File: config.mk
export PLATFORM = sky130hd
export DESIGN_NAME = bfsk_deframer
export DESIGN_NICKNAME = d
export VERILOG_FILES = /design/src/rtl/bfsk_pkg.sv /design/src/rtl/bfsk_deframer_if.sv /design/src/rtl/bfsk_dpll.sv /design/src/rtl/bfsk_deframer.sv
export SDC_FILE = /design/constraint.sdc
export NUM_CORES = 1
export LEC_CHECK = 0
export CAP_MARGIN = 20
export CORE_MARGIN = 2
export CORE_UTILIZATION = 50
export DETAILED_ROUTE_END_ITERATION = 8
export MAX_ROUTING_LAYER = met4
export PLACE_DENSITY = 0.75
export RECOVER_POWER = 25
export SYNTH_ARGS = -nofsm -noshare
export SYNTH_HDL_FRONTEND = slang
export SYNTH_SLANG_ARGS = --single-unit
File: constraint.sdc
create_clock -name clk -period 1.9 [get_ports clk]
set_input_delay 0.38 -clock clk [delete_from_list [all_inputs] [get_ports clk]]
set_output_delay 0.38 -clock clk [all_outputs]
set_load 0.005 [all_outputs]
File: src/rtl/bfsk_pkg.sv
// bfsk_pkg: shared constants and types for the BFSK HDLC deframer.
//   SPB_DEFAULT : samples per bit (1200 baud at 48 kHz)
//   ADJ_DEFAULT : DPLL phase nudge applied per detected edge
//   FLAG        : HDLC flag octet
//   state_t     : framing state (HUNT after reset, FRAME after a flag)
//   ones_inc    : saturating increment for the consecutive-ones counter
package bfsk_pkg;

  localparam int SPB_DEFAULT = 40;
  localparam int ADJ_DEFAULT = 1;
  localparam logic [7:0] FLAG = 8'h7E;

  typedef enum logic {
    HUNT  = 1'b0,
    FRAME = 1'b1
  } state_t;

  // The ones counter saturates at 7 so a long run of ones reports abort once.
  function automatic logic [2:0] ones_inc(input logic [2:0] ones);
    return (ones == 3'd7) ? 3'd7 : ones + 3'd1;
  endfunction

endpackage

File: src/rtl/bfsk_deframer_if.sv
// bfsk_deframer_if: link between the discriminator side and the bit clock
// recovery block.
//   det     : hard tone decision (1 = upper tone)
//   en      : sample qualifier; logic only advances on en=1 cycles
//   bit_stb : one-cycle pulse per recovered bit
//   bit_out : NRZI-decoded bit, valid with bit_stb
// master = discriminator side (drives samples), slave = DPLL (returns bits).
interface bfsk_deframer_if;

  logic det;
  logic en;
  logic bit_stb;
  logic bit_out;

  modport master (
    output det,
    output en,
    input  bit_stb,
    input  bit_out
  );

  modport slave (
    input  det,
    input  en,
    output bit_stb,
    output bit_out
  );

endinterface

File: src/rtl/bfsk_dpll.sv
// bfsk_dpll: digital PLL bit clock recovery plus NRZI decoding.
//   clk, rst : clock and synchronous active-high reset
//   bus      : slave side of bfsk_deframer_if (det/en in, bit_stb/bit_out out)
// A phase counter runs 0..SPB-1 on qualified samples. Each det transition
// nudges the phase so that edges settle at ph == SPB/2, which puts the
// sampling point (ph == SPB-1) near the middle of the bit.
module bfsk_dpll
  import bfsk_pkg::*;
#(
  parameter int SPB = SPB_DEFAULT,
  parameter int ADJ = ADJ_DEFAULT
) (
  input logic clk,
  input logic rst,
  bfsk_deframer_if.slave bus
);

  localparam int PW   = $clog2(SPB);
  localparam int HALF = SPB / 2;

  logic [PW-1:0] ph_reg, ph_next;
  logic          det_d_reg;
  logic          prev_reg;
  logic          bit_stb_reg;
  logic          bit_out_reg;
  logic          edge_det;
  logic          sample;
  int            step;

  always_comb begin
    edge_det = bus.det ^ det_d_reg;
    step     = 1;
    if (edge_det) begin
      // Edge early in the cycle means we sample late: speed up. Late edge: slow down.
      if (int'(ph_reg) < HALF) begin
        step = 1 + ADJ;
      end else if (int'(ph_reg) > HALF) begin
        step = 1 - ADJ;
      end
    end
    // A withheld step at the last phase postpones the sample by one sample.
    sample = (int'(ph_reg) == SPB - 1) && (step >= 1);
    if (sample) begin
      ph_next = '0;
    end else begin
      ph_next = PW'(int'(ph_reg) + step);
    end
  end

  always_ff @(posedge clk) begin
    if (rst) begin
      ph_reg      <= '0;
      det_d_reg   <= 1'b0;
      prev_reg    <= 1'b0;
      bit_stb_reg <= 1'b0;
      bit_out_reg <= 1'b0;
    end else begin
      bit_stb_reg <= 1'b0;
      if (bus.en) begin
        det_d_reg <= bus.det;
        ph_reg    <= ph_next;
        if (sample) begin
          bit_stb_reg <= 1'b1;
          // NRZI: no transition between sampled levels is a one.
          bit_out_reg <= (bus.det == prev_reg);
          prev_reg    <= bus.det;
        end
      end
    end
  end

  assign bus.bit_stb = bit_stb_reg;
  assign bus.bit_out = bit_out_reg;

endmodule

File: src/rtl/bfsk_deframer.sv
// bfsk_deframer: HDLC deframer behind a BFSK discriminator.
//   clk, rst   : clock and synchronous active-high reset
//   det, en    : hard tone decision and its sample qualifier
//   bit_stb    : pulse per recovered bit; bit_out is the NRZI-decoded bit
//   dout       : received byte (LSB first on air), valid with dout_vld
//   dout_eof   : with dout_vld, marks the last byte of a frame
//   flag       : pulse per flag that does not close a frame with data
//   abort      : pulse on seven consecutive ones inside a frame
//   frame_err  : pulse on a closing flag after a non-byte-aligned frame
// Each completed byte is held in a one-deep pending slot, because only the
// next event (another byte or the closing flag) tells whether it is the last
// byte of the frame or garbage left over before a misaligned flag.
module bfsk_deframer
  import bfsk_pkg::*;
#(
  parameter int SPB = SPB_DEFAULT,
  parameter int ADJ = ADJ_DEFAULT
) (
  input  logic       clk,
  input  logic       rst,
  input  logic       det,
  input  logic       en,
  output logic       bit_stb,
  output logic       bit_out,
  output logic [7:0] dout,
  output logic       dout_vld,
  output logic       dout_eof,
  output logic       flag,
  output logic       abort,
  output logic       frame_err
);

  bfsk_deframer_if dpll_bus ();

  assign dpll_bus.det = det;
  assign dpll_bus.en  = en;
  assign bit_stb      = dpll_bus.bit_stb;
  assign bit_out      = dpll_bus.bit_out;

  bfsk_dpll #(
    .SPB (SPB),
    .ADJ (ADJ)
  ) u_dpll (
    .clk (clk),
    .rst (rst),
    .bus (dpll_bus)
  );

  state_t     state_reg, state_next;
  logic [2:0] ones_reg, ones_next;
  logic [2:0] count_reg, count_next;
  logic [7:0] shreg_reg, shreg_next;
  logic [7:0] pend_reg, pend_next;
  logic       pend_vld_reg, pend_vld_next;
  logic [7:0] dout_reg, dout_next;
  logic       dout_vld_reg, dout_vld_next;
  logic       dout_eof_reg, dout_eof_next;
  logic       flag_reg, flag_next;
  logic       abort_reg, abort_next;
  logic       frame_err_reg, frame_err_next;
  logic       is_data, is_flag, is_abort;

  always_comb begin
    state_next     = state_reg;
    ones_next      = ones_reg;
    count_next     = count_reg;
    shreg_next     = shreg_reg;
    pend_next      = pend_reg;
    pend_vld_next  = pend_vld_reg;
    dout_next      = dout_reg;
    dout_vld_next  = 1'b0;
    dout_eof_next  = 1'b0;
    flag_next      = 1'b0;
    abort_next     = 1'b0;
    frame_err_next = 1'b0;
    is_data        = 1'b0;
    is_flag        = 1'b0;
    is_abort       = 1'b0;

    // Classify the bit against the run of ones that precedes it.
    if (bit_stb) begin
      if (bit_out) begin
        ones_next = ones_inc(ones_reg);
        is_data   = (ones_reg <= 3'd4);
        is_abort  = (ones_reg == 3'd6);
      end else begin
        ones_next = '0;
        is_data   = (ones_reg <= 3'd4);
        is_flag   = (ones_reg == 3'd6);
        // ones==5: stuffed zero, dropped. ones==7: tail of an abort, ignored.
      end
    end

    if (is_abort) begin
      abort_next    = (state_reg == FRAME);
      state_next    = HUNT;
      count_next    = '0;
      pend_vld_next = 1'b0;
    end else if (is_flag) begin
      if (state_reg == FRAME && pend_vld_reg) begin
        // A byte-aligned frame leaves the flag's leading 0 + five ones (6 bits)
        // in the shift register behind the last complete byte.
        if (count_reg == 3'd6) begin
          dout_next     = pend_reg;
          dout_vld_next = 1'b1;
          dout_eof_next = 1'b1;
        end else begin
          frame_err_next = 1'b1;
        end
      end else begin
        flag_next = 1'b1;
      end
      state_next    = FRAME;
      count_next    = '0;
      pend_vld_next = 1'b0;
    end else if (is_data && state_reg == FRAME) begin
      shreg_next = {bit_out, shreg_reg[7:1]};
      count_next = count_reg + 3'd1;
      if (count_reg == 3'd7) begin
        if (pend_vld_reg) begin
          dout_next     = pend_reg;
          dout_vld_next = 1'b1;
        end
        pend_next     = shreg_next;
        pend_vld_next = 1'b1;
      end
    end
  end

  always_ff @(posedge clk) begin
    if (rst) begin
      state_reg     <= HUNT;
      ones_reg      <= '0;
      count_reg     <= '0;
      shreg_reg     <= '0;
      pend_reg      <= '0;
      pend_vld_reg  <= 1'b0;
      dout_reg      <= '0;
      dout_vld_reg  <= 1'b0;
      dout_eof_reg  <= 1'b0;
      flag_reg      <= 1'b0;
      abort_reg     <= 1'b0;
      frame_err_reg <= 1'b0;
    end else begin
      state_reg     <= state_next;
      ones_reg      <= ones_next;
      count_reg     <= count_next;
      shreg_reg     <= shreg_next;
      pend_reg      <= pend_next;
      pend_vld_reg  <= pend_vld_next;
      dout_reg      <= dout_next;
      dout_vld_reg  <= dout_vld_next;
      dout_eof_reg  <= dout_eof_next;
      flag_reg      <= flag_next;
      abort_reg     <= abort_next;
      frame_err_reg <= frame_err_next;
    end
  end

  assign dout      = dout_reg;
  assign dout_vld  = dout_vld_reg;
  assign dout_eof  = dout_eof_reg;
  assign flag      = flag_reg;
  assign abort     = abort_reg;
  assign frame_err = frame_err_reg;

endmodule
==> results of run 1 <==
[cells by family after synthesis]
family                     after synthesis  share of synthesized area
AOI/OAI and AO/OA                       15                     0.0533
xor gates and xnor gates                 7                     0.0304
and+or+nand+nor                         83                      0.209
buffers and inverters                   17                     0.0527
muxes                                   28                      0.139
DFF                                     46                      0.456
adders and majority gates                9                     0.0595
[synth_stat cells, types with 3 or more instances]
| cell | n | area (um^2) |
|---|---|---|
| dfxtp_1 | 46 | 921 |
| ha_1 | 8 | 100 |
| inv_1 | 7 | 26.3 |
| mux2i_1 | 28 | 280 |
| nor2_1 | 30 | 113 |
| xnor2_1 | 7 | 61.3 |
| a21oi_1 | 8 | 40.0 |
| nand2_1 | 9 | 33.8 |
| nand3_1 | 5 | 25.0 |
| clkbuf_1 | 3 | 11.3 |
| nor3_1 | 4 | 20.0 |
| nand2b_1 | 22 | 138 |
[what timing repair did]
| action | 4_1_cts | 5_1_grt |
|---|---|---|
| setup endpoints to repair | 4 | 5 |
| pin swaps | 0 | 5 |
| gates resized for setup | 6 | 6 |
[path summary, 6_finish.rpt]
path                    start               end  slack, ns  depth (start not counted)
max          u_dpll.ph_reg[5]  u_dpll.ph_reg[4]       0.07                          8
min               pend_reg[6]           dout[6]       0.47                          2
max reg2reg  u_dpll.ph_reg[5]  u_dpll.ph_reg[4]       0.07                          8
min reg2reg       pend_reg[6]           dout[6]       0.47                          2
[power groups by stage]
stage,clock network [mW],registers (mW),logic [mW]
final,0.699,0.980,0.105
after global routing,0.762,0.982,0.120
after floorplan,0,1.00,0.0652
after global placement,0,1.00,0.0926
after CTS,0.720,0.978,0.102
after detailed placement,0,1.00,0.0978
[through the flow]
step | util | setup TNS, ns | std cells | instance area (um^2)
after detailed placement | 0.579 | -1.84 | 275 | 2280
after CTS | 0.613 | 0 | 283 | 2420
after global placement | 0.579 | -1.54 | 275 | 2280
final | 0.618 | 0 | 283 | 2440
after floorplan | - | 0 | 205 | 2020
after global routing | 0.618 | -0.0362 | 283 | 2440
[layer usage]
metal	up-vias	routed length, um	GRT usage
met3	7	158	0.0567
met2	30	1430	0.262
met1	635	1500	0.195
met4	0	57	0.0740
li1	734	-	-
met5	-	0	-
[final cells by class]
cell class / instances / area share
clock buffers: 5 / 0.0282
clock inverters: 3 / 0.0164
inverters: 7 / 0.0108
multi-input cells: 142 / 0.426
flip-flops and latches: 46 / 0.379
well taps: 50 / 0.0257
repair buffers: 30 / 0.114
[critical path, cell delays in order (launching register included)]
cell     delay (ns)
dfxtp_2        0.34
nor4b_4        0.28
a31o_2         0.21
ha_4           0.13
inv_2          0.04
fa_2           0.37
nor3b_2        0.18
xnor2_1        0.13
nor2_1         0.05
==> impl_metrics.csv, run 1 <==
group,metric,value,unit
clock_tree,clk_pin_slew,0.08,ns
clock_tree,htreeDepth,2,
route,viasPerCell,4.97,
run,maxCapViolCount,0,
worst_hold_path,hp-class,"register to register",
clock_tree,cts_setup_buffers,0,
floorplanning,core-area,3940,um^2
floorplanning,die_area,4560,um^2
floorplanning,rows,23,
power_and_ir_drop,seqPwrFrac,0.549,
clock_tree,clk_path_buf_depth,2,
placement,dp_hpwl,2260,um
route,vias,1406,
timing,slew_viol_final,0,
timing,fin_worst_skew,0.00800,ns
placement,place.gp.congestion,0.845,
logic_synthesis,yosys_warnings,0,
clock_tree,cts_tree,"done",
global_route,grt_pass1_vias,1288,
logic_synthesis,ys.flop_type,"dfxtp_1",
finish,layout_common_cells,"dfxtp_1 (44), nor2_1 (30), mux2i_1 (28), nand2b_1 (22), clkdlybuf4s50_1 (12)",
clock_tree,cts_buffers,5,
floorplanning,die_h,67.6,um
clock_tree,clock_latency,0.30,ns
setup_path,startpoint_type,"register",
setup_path,cp_max_fo,2,
finish,multi_input_area,1040,um^2
global_route,grt-ovfl-total,0,
power_and_ir_drop,switching_power,0.372,mW
finish,final-seq-area,923,um^2
clock_tree,root_buffer,"clkbuf_8",
power_and_ir_drop,internal_power,1.41,mW
setup_path,worstSetupPathType,"register to register",
setup_path,crit_arrival,2.01,ns
logic_synthesis,synth_fp_nets,218,
timing,timing.final.ws_setup,0.0703,ns
logic_synthesis,yosysSeqAreaShare,0.456,
timing,hold_violations,0,
power_and_ir_drop,p_per_area,732,nW/um^2
global_route,antenna_found_initial,0,
route,drtPass1Iterations,4,
route,wirelength,3150,um
floorplanning,start_util,0.512,
global_route,grt_pass1_wl,5660,um
logic_synthesis,synth_area,2020,um^2
status,status,"finished, final reports clean",
logic_synthesis,synth_cell_types,33,
placement,numPortBuffers,18,
logic_synthesis,ys_seq_elements,46,
route,drt_iter0_markers,71,
route,drcViolationCount,0,
finish,finalNetCount,245,
placement,pre_cts_slack,-0.479,ns
global_route,grt_max_degree,46,
timing,worstMarginPinSlew,0.484,ns
finish,area_growth,20.6,%
timing,finalCriticalPeriod,1.83,ns
logic_synthesis,syn_inst,205,
logic_synthesis,synthArstFlopShare,0,
power_and_ir_drop,p_leak,0.889,nW
power_and_ir_drop,power_frac_clock,0.392,
finish,final_common_cell,"dfxtp_1",
setup_path,setup.worst_path.end_class,"register",
timing,rsz0062_at_grt,"yes",
route,wl_per_cell,11.1,um
floorplanning,die_w,67.6,um
route,antenna_left,0,
setup_path,worstPathRequired,2.08,ns
power_and_ir_drop,switching_share,0.209,
finish,drive_above_1_share,0.129,
timing,period_share,0.963,
global_route,grtUsageTotal,0.168,
power_and_ir_drop,power,1.78,mW
power_and_ir_drop,peakVddDrop,0.535,mV
power_and_ir_drop,p_comb_frac,0.059,
finish,nFillCells,347,
logic_synthesis,syn_area_per_cell,9.85,um^2
clock_tree,cts.sinks,46,
timing,hold_ws,0.471,ns
timing,maxSlewHeadroom,0.676,
timing,setup_violations,0,
clock_tree,cts_hold_buf,0,
logic_synthesis,synth_edf_count,0,
timing,fmax,547,MHz
floorplanning,io_pins,19,
finish,diodes,0,
Power figures use the tool's default switching activity.
==> run 2: changes to the inputs <==
- CORE_MARGIN: 2 -> 5
==> run 2 against run 1 <==
Net effect: clock power fell by 13%; non-clock buffer count did not move; register-to-register slack got worse by 0.05 ns; die area rose by 19%; sequential share of layout area rose by 0.12 points; first-iteration DRC count fell by 9.9%; flip-flop and latch count did not move; critical path type unchanged.
==> impl_metrics.csv, run 2 (synthesis results as in run 1) <==
group,metric,value,unit
worst_hold_path,hp-class,"register to register",
setup_path,setup.worst_path.end_class,"register",
floorplanning,die_w,73.6,um
setup_path,worstSetupPathType,"register to register",
finish,stdcell_count,283,
clock_tree,clock_latency,0.30,ns
power_and_ir_drop,p_leak,0.891,nW
clock_tree,root_buffer,"clkbuf_8",
timing,slew_viol_final,0,
timing,setup_violations,0,
worst_hold_path,hold_depth,2,
floorplanning,die_area,5410,um^2
route,wl_per_cell,11.9,um
finish,layout_common_cells,"dfxtp_1 (44), nor2_1 (30), mux2i_1 (28), nand2b_1 (22), clkdlybuf4s50_1 (11)",
timing,fmax,531,MHz
global_route,grt_pass1_vias,1364,
global_route,grt-ovfl-total,0,
clock_tree,cts_buffers,5,
clock_tree,cts.sinks,46,
power_and_ir_drop,p_comb_frac,0.062,
timing,worstMarginPinSlew,0.508,ns
setup_path,worstPathRequired,2.09,ns
power_and_ir_drop,switching_power,0.375,mW
finish,post-route-util,0.612,
finish,area_growth,20.3,%
floorplanning,core-area,3970,um^2
placement,dp.cells,275,
floorplanning,io_pins,19,
global_route,antenna_found_initial,0,
placement,numPortBuffers,18,
placement,dp_hpwl,2300,um
timing,rsz0062_at_grt,"yes",
timing,fin_worst_skew,0.00438,ns
route,antenna_left,0,
global_route,globalRouteMet3Util,0.0451,
power_and_ir_drop,peakVddDrop,0.387,mV
power_and_ir_drop,power,1.69,mW
clock_tree,cts_hold_buf,0,
run,maxCapViolCount,0,
clock_tree,clk_path_buf_depth,2,
global_route,top_usage_layer,"met2",
finish,diodes,0,
route,drcViolationCount,0,
power_and_ir_drop,seqPwrFrac,0.579,
clock_tree,htreeDepth,2,
worst_hold_path,hold_start,"dout[4]",
power_and_ir_drop,p_per_area,697,nW/um^2
setup_path,regToRegSetupSlack,0.02,ns
floorplanning,die_h,73.6,um
power_and_ir_drop,power_frac_clock,0.359,
status,status,"finished, final reports clean",
global_route,grtUsageTotal,0.144,
floorplanning,rows,23,
power_and_ir_drop,internal_power,1.32,mW
route,wirelength,3360,um
route,drt_iter0_markers,64,
route,viasPerCell,4.93,
finish,final_common_cell,"dfxtp_1",
setup_path,crit_arrival,2.07,ns
route,vias,1396,
global_route,met1_usage,0.165,
finish,finalNetCount,245,
setup_path,timing.rr.start,"u_dpll.ph_reg[0]",
placement,place.gp.congestion,0.842,
setup_path,startpoint_type,"register",
timing,finalCriticalPeriod,1.88,ns
clock_tree,cts_tree,"done",
global_route,grt_pass1_wl,5870,um
worst_hold_path,whs_endpoint,"dout[4]",
setup_path,r2r-end,"u_dpll.ph_reg[4]",
setup_path,reg2regPathDepth,8,
global_route,grt_max_degree,46,
finish,nFillCells,363,
floorplanning,start_util,0.509,
global_route,met2_usage,0.231,
power_and_ir_drop,switching_share,0.221,
route,drtPass1Iterations,4,
timing,period_share,0.991,
clock_tree,clk_pin_slew,0.08,ns
timing,maxSlewHeadroom,0.662,
finish,drive_above_1_share,0.133,
setup_path,cp_max_fo,2,
timing,hold_violations,0,
## run 2: worst max-delay path by stage
stage / start / endpoint
2_1_floorplan: u_dpll.ph_reg[3] / u_dpll.ph_reg[4]
3_3_place_gp: det / u_dpll.ph_reg[4]
3_5_place_dp: det / u_dpll.ph_reg[4]
4_1_cts: det / u_dpll.ph_reg[5]
5_1_grt: u_dpll.ph_reg[0] / u_dpll.ph_reg[4]
6_report: u_dpll.ph_reg[0] / u_dpll.ph_reg[4]
## run 2: cell type report
class / count / area, um^2 / share of cell area
sequential: 46 / 923 / 0.380
timing repair buffer: 30 / 282 / 0.116
tap: 50 / 62.6 / 0.0258
clock buffer: 6 / 82.6 / 0.0340
multi-input combinational: 142 / 1040 / 0.428
inverter: 7 / 26.3 / 0.0108
clock inverter: 2 / 12.5 / 0.00515
## run 2: what timing repair did
action | in CTS | in global routing
buffers inserted | 0 | 0
resized for setup | 3 | 9
pin swaps | 0 | 7
endpoints found under the setup margin | 3 | 5
## run 2: power by group through the flow
stage	Combinational (mW)	Sequential, mW	Clock (mW)
finish	0.105	0.980	0.607
global route	0.116	0.981	0.672
CTS	0.0964	0.978	0.635
detailed placement	0.0944	1.00	0
global placement	0.0924	1.00	0
floorplan	0.0652	1.00	0
## run 2: through the flow
step / hold WS [ns] / worst slack [ns] / instance area [um^2] / setup TNS [ns]
after global routing: 0.508 / -0.0615 / 2430 / -0.0749
after floorplan: 0.451 / 0.0114 / 2020 / 0
after detailed placement: 0.464 / -0.449 / 2280 / -1.80
final: 0.475 / 0.0175 / 2430 / 0
after global placement: 0.459 / -0.417 / 2280 / -1.57
after CTS: 0.478 / -0.0280 / 2390 / -0.0566
## run 2: metal layers
metal	part of all wire	wire length, um
met3	0.049	165
met2	0.46	1550
met5	0	0
met1	0.47	1580
met4	0.018	62
## run 2: worst max-delay path, stage by stage (launching register included)
cell	delay, ns
dfxtp_2	0.34
nor4b_4	0.28
a31o_2	0.22
ha_4	0.14
inv_2	0.04
fa_2	0.36
nor3b_2	0.18
xnor2_1	0.15
nor2_1	0.07
==> run 3: changes to the inputs <==
- MAX_ROUTING_LAYER: met4 -> default
- clock period: 1.9 -> 1.6 ns (I/O delays scaled with it)
==> run 3 against run 2 <==
Net effect: the run now ends with setup timing left; fmax up 4.7%; register-to-register slack got worse by 0.22 ns; sequential power rose by 18%; highest routed layer unchanged; via count up 7.8%; core utilization grew 5.6 points; worst setup slack worse by 0.22 ns; non-clock buffer count up 14.
==> impl_metrics.csv, run 3 (synthesis results as in run 1) <==
group,metric,value,unit
floorplanning,start_util,0.509,
setup_path,reg2regPathDepth,6,
floorplanning,io_pins,19,
setup_path,cp_max_fo,4,
setup_path,worstPathRequired,1.78,ns
floorplanning,die_area,5410,um^2
setup_path,slowest_stage,"or3_4",
timing,maxSlewHeadroom,0.748,
clock_tree,root_buffer,"clkbuf_8",
setup_path,regToRegSetupSlack,-0.20,ns
power_and_ir_drop,p_leak,0.946,nW
finish,final_common_cell,"dfxtp_1",
timing,rsz0062_at_grt,"yes",
timing,slew_viol_final,0,
timing,setup_violations,5,
floorplanning,core-area,3970,um^2
run,maxCapViolCount,0,
finish,final_area,2650,um^2
timing,worstMarginPinSlew,0.369,ns
timing,setup-tns-final,-0.785,ns
power_and_ir_drop,peakVddDrop,0.553,mV
setup_path,setup.worst_path.end_class,"register",
route,wirelength,3780,um
route,viasPerCell,5.07,
setup_path,crit_start,"u_dpll.ph_reg[3]",
route,drcViolationCount,0,
setup_path,cp_slowest_stage_delay,0.39,ns
clock_tree,cts_tree,"done",
route,antenna_left,0,
setup_path,r2r-end,"u_dpll.ph_reg[4]",
global_route,grt_pass1_vias,1410,
setup_path,cp_num_buf_inv,0,
timing,finalCriticalPeriod,1.80,ns
placement,dp_hpwl,2560,um
route,vias,1505,
finish,drive_above_1_share,0.239,
clock_tree,htreeDepth,2,
power_and_ir_drop,p_per_area,815,nW/um^2
power_and_ir_drop,power,2.16,mW
setup_path,timing.rr.start,"u_dpll.ph_reg[3]",
clock_tree,clk_pin_slew,0.09,ns
clock_tree,clock_latency,0.30,ns
route,wl_per_cell,12.7,um
setup_path,worstSetupPathType,"register to register",
timing,fmax,556,MHz
placement,dp.cells,286,
status,violations,"setup timing",
floorplanning,rows,23,
clock_tree,cts.sinks,46,
status,status,"finished with violations",
floorplanning,die_w,73.6,um
worst_hold_path,hp-class,"register to register",
clock_tree,clk_path_buf_depth,2,
timing,period_share,1.12,
placement,place.gp.congestion,0.878,
worst_hold_path,hold_depth,2,
global_route,antenna_found_initial,0,
setup_path,startpoint_type,"register",
floorplanning,die_h,73.6,um
route,drtPass1Iterations,4,
clock_tree,cts_hold_buf,0,
setup_path,crit_arrival,1.98,ns
worst_hold_path,hold_start,"pend_reg[4]",
placement,numPortBuffers,18,
global_route,grt_max_degree,27,
route,drt_iter0_markers,79,
finish,area_growth,31.2,%
timing,hold_violations,0,
worst_hold_path,whs_endpoint,"dout[4]",
timing,timing.final.ws_setup,-0.199,ns
global_route,grt-ovfl-total,0,
timing,fin_worst_skew,0.00832,ns
timing,hold_ws,0.474,ns
global_route,grtUsageTotal,0.153,
setup_path,critPathTopFamily,"simple AND/OR/NAND/NOR gates",
clock_tree,cts_buffers,5,
setup_path,crit_chain,"o21a_1 -> or3_4 -> fa_2 -> nor3b_2 -> xnor2_1 -> nor2_1",
finish,finalNetCount,259,
finish,stdcell_count,297,
global_route,grt_pass1_wl,6310,um
placement,dpl_cell_area,2430,um^2
finish,layout_common_cells,"dfxtp_1 (37), nor2_1 (30), mux2i_1 (28), nand2b_1 (21), buf_4 (18)",
finish,diodes,0,
-- run 3: cell count changes in the layout (fill, tap and decap cells not counted), moves of 3 or more --
| cell | previous run | this run |
|---|---|---|
| ha_2 | 0 | 3 |
| ha_1 | 7 | 3 |
| dfxtp_2 | 2 | 7 |
| buf_4 | 10 | 18 |
| clkbuf_1 | 1 | 4 |
| dlygate4sd3_1 | 6 | 2 |
| dfxtp_1 | 44 | 37 |
| clkdlybuf4s50_1 | 11 | 15 |
-- run 3: power breakdown --
group          total [mW]  switching [mW]  internal, mW
clock network       0.850           0.384         0.466
logic               0.152          0.0725        0.0795
registers            1.16         0.00646          1.15
-- run 3: worst reg2reg max path: cells and delay by family, from the launching register on --
kind | cells | cell delay [ns]
AND/OR/NAND/NOR | 3 | 0.62
adder cells (fa/ha/maj) | 1 | 0.38
flip-flops | 1 | 0.37
AO/OA/AOI/OAI | 1 | 0.18
XOR/XNOR | 1 | 0.14
-- run 3: cell type report --
type	count	area, um^2
Clock buffer	6	72.6
Inverter	7	26.3
Clock inverter	2	37.5
Timing Repair Buffer	44	425
Multi-Input combinational cell	142	1090
Fill cell	334	1320
Tap cell	50	62.6
Sequential cell	46	937
-- run 3: worst max path at each step --
| stage | endpoint | slack [ns] | depth (start not counted) |
|---|---|---|---|
| after floorplan | u_dpll.ph_reg[4] | -0.12 | 8 |
| after global placement | u_dpll.ph_reg[4] | -0.56 | 9 |
| after detailed placement | u_dpll.ph_reg[4] | -0.59 | 9 |
| after CTS | u_dpll.ph_reg[4] | -0.18 | 6 |
| after global routing | u_dpll.ph_reg[4] | -0.30 | 8 |
| final | u_dpll.ph_reg[4] | -0.20 | 6 |
-- run 3: what timing repair did --
| item | 4_1_cts | 5_1_grt |
|---|---|---|
| pin swaps | 0 | 9 |
| setup buffers | 0 | 2 |
| resized for setup | 6 | 22 |
| cloned | 0 | 1 |
| endpoints found under the setup margin | 7 | 29 |
-- run 3: metal layers --
metal | track usage | up-vias | share of wire
met5 | 0 | - | 0
met4 | 0.0664 | 0 | 0.017
met3 | 0.0451 | 6 | 0.038
met2 | 0.242 | 27 | 0.48
met1 | 0.192 | 704 | 0.47
li1 | - | 768 | -
-- run 3: stage by stage --
stage          worst slack, ns  utilization
6_report                -0.199        0.667
2_1_floorplan           -0.116            -
5_1_grt                 -0.301        0.667
4_1_cts                 -0.183        0.642
3_5_place_dp            -0.590        0.611
3_3_place_gp            -0.563        0.611
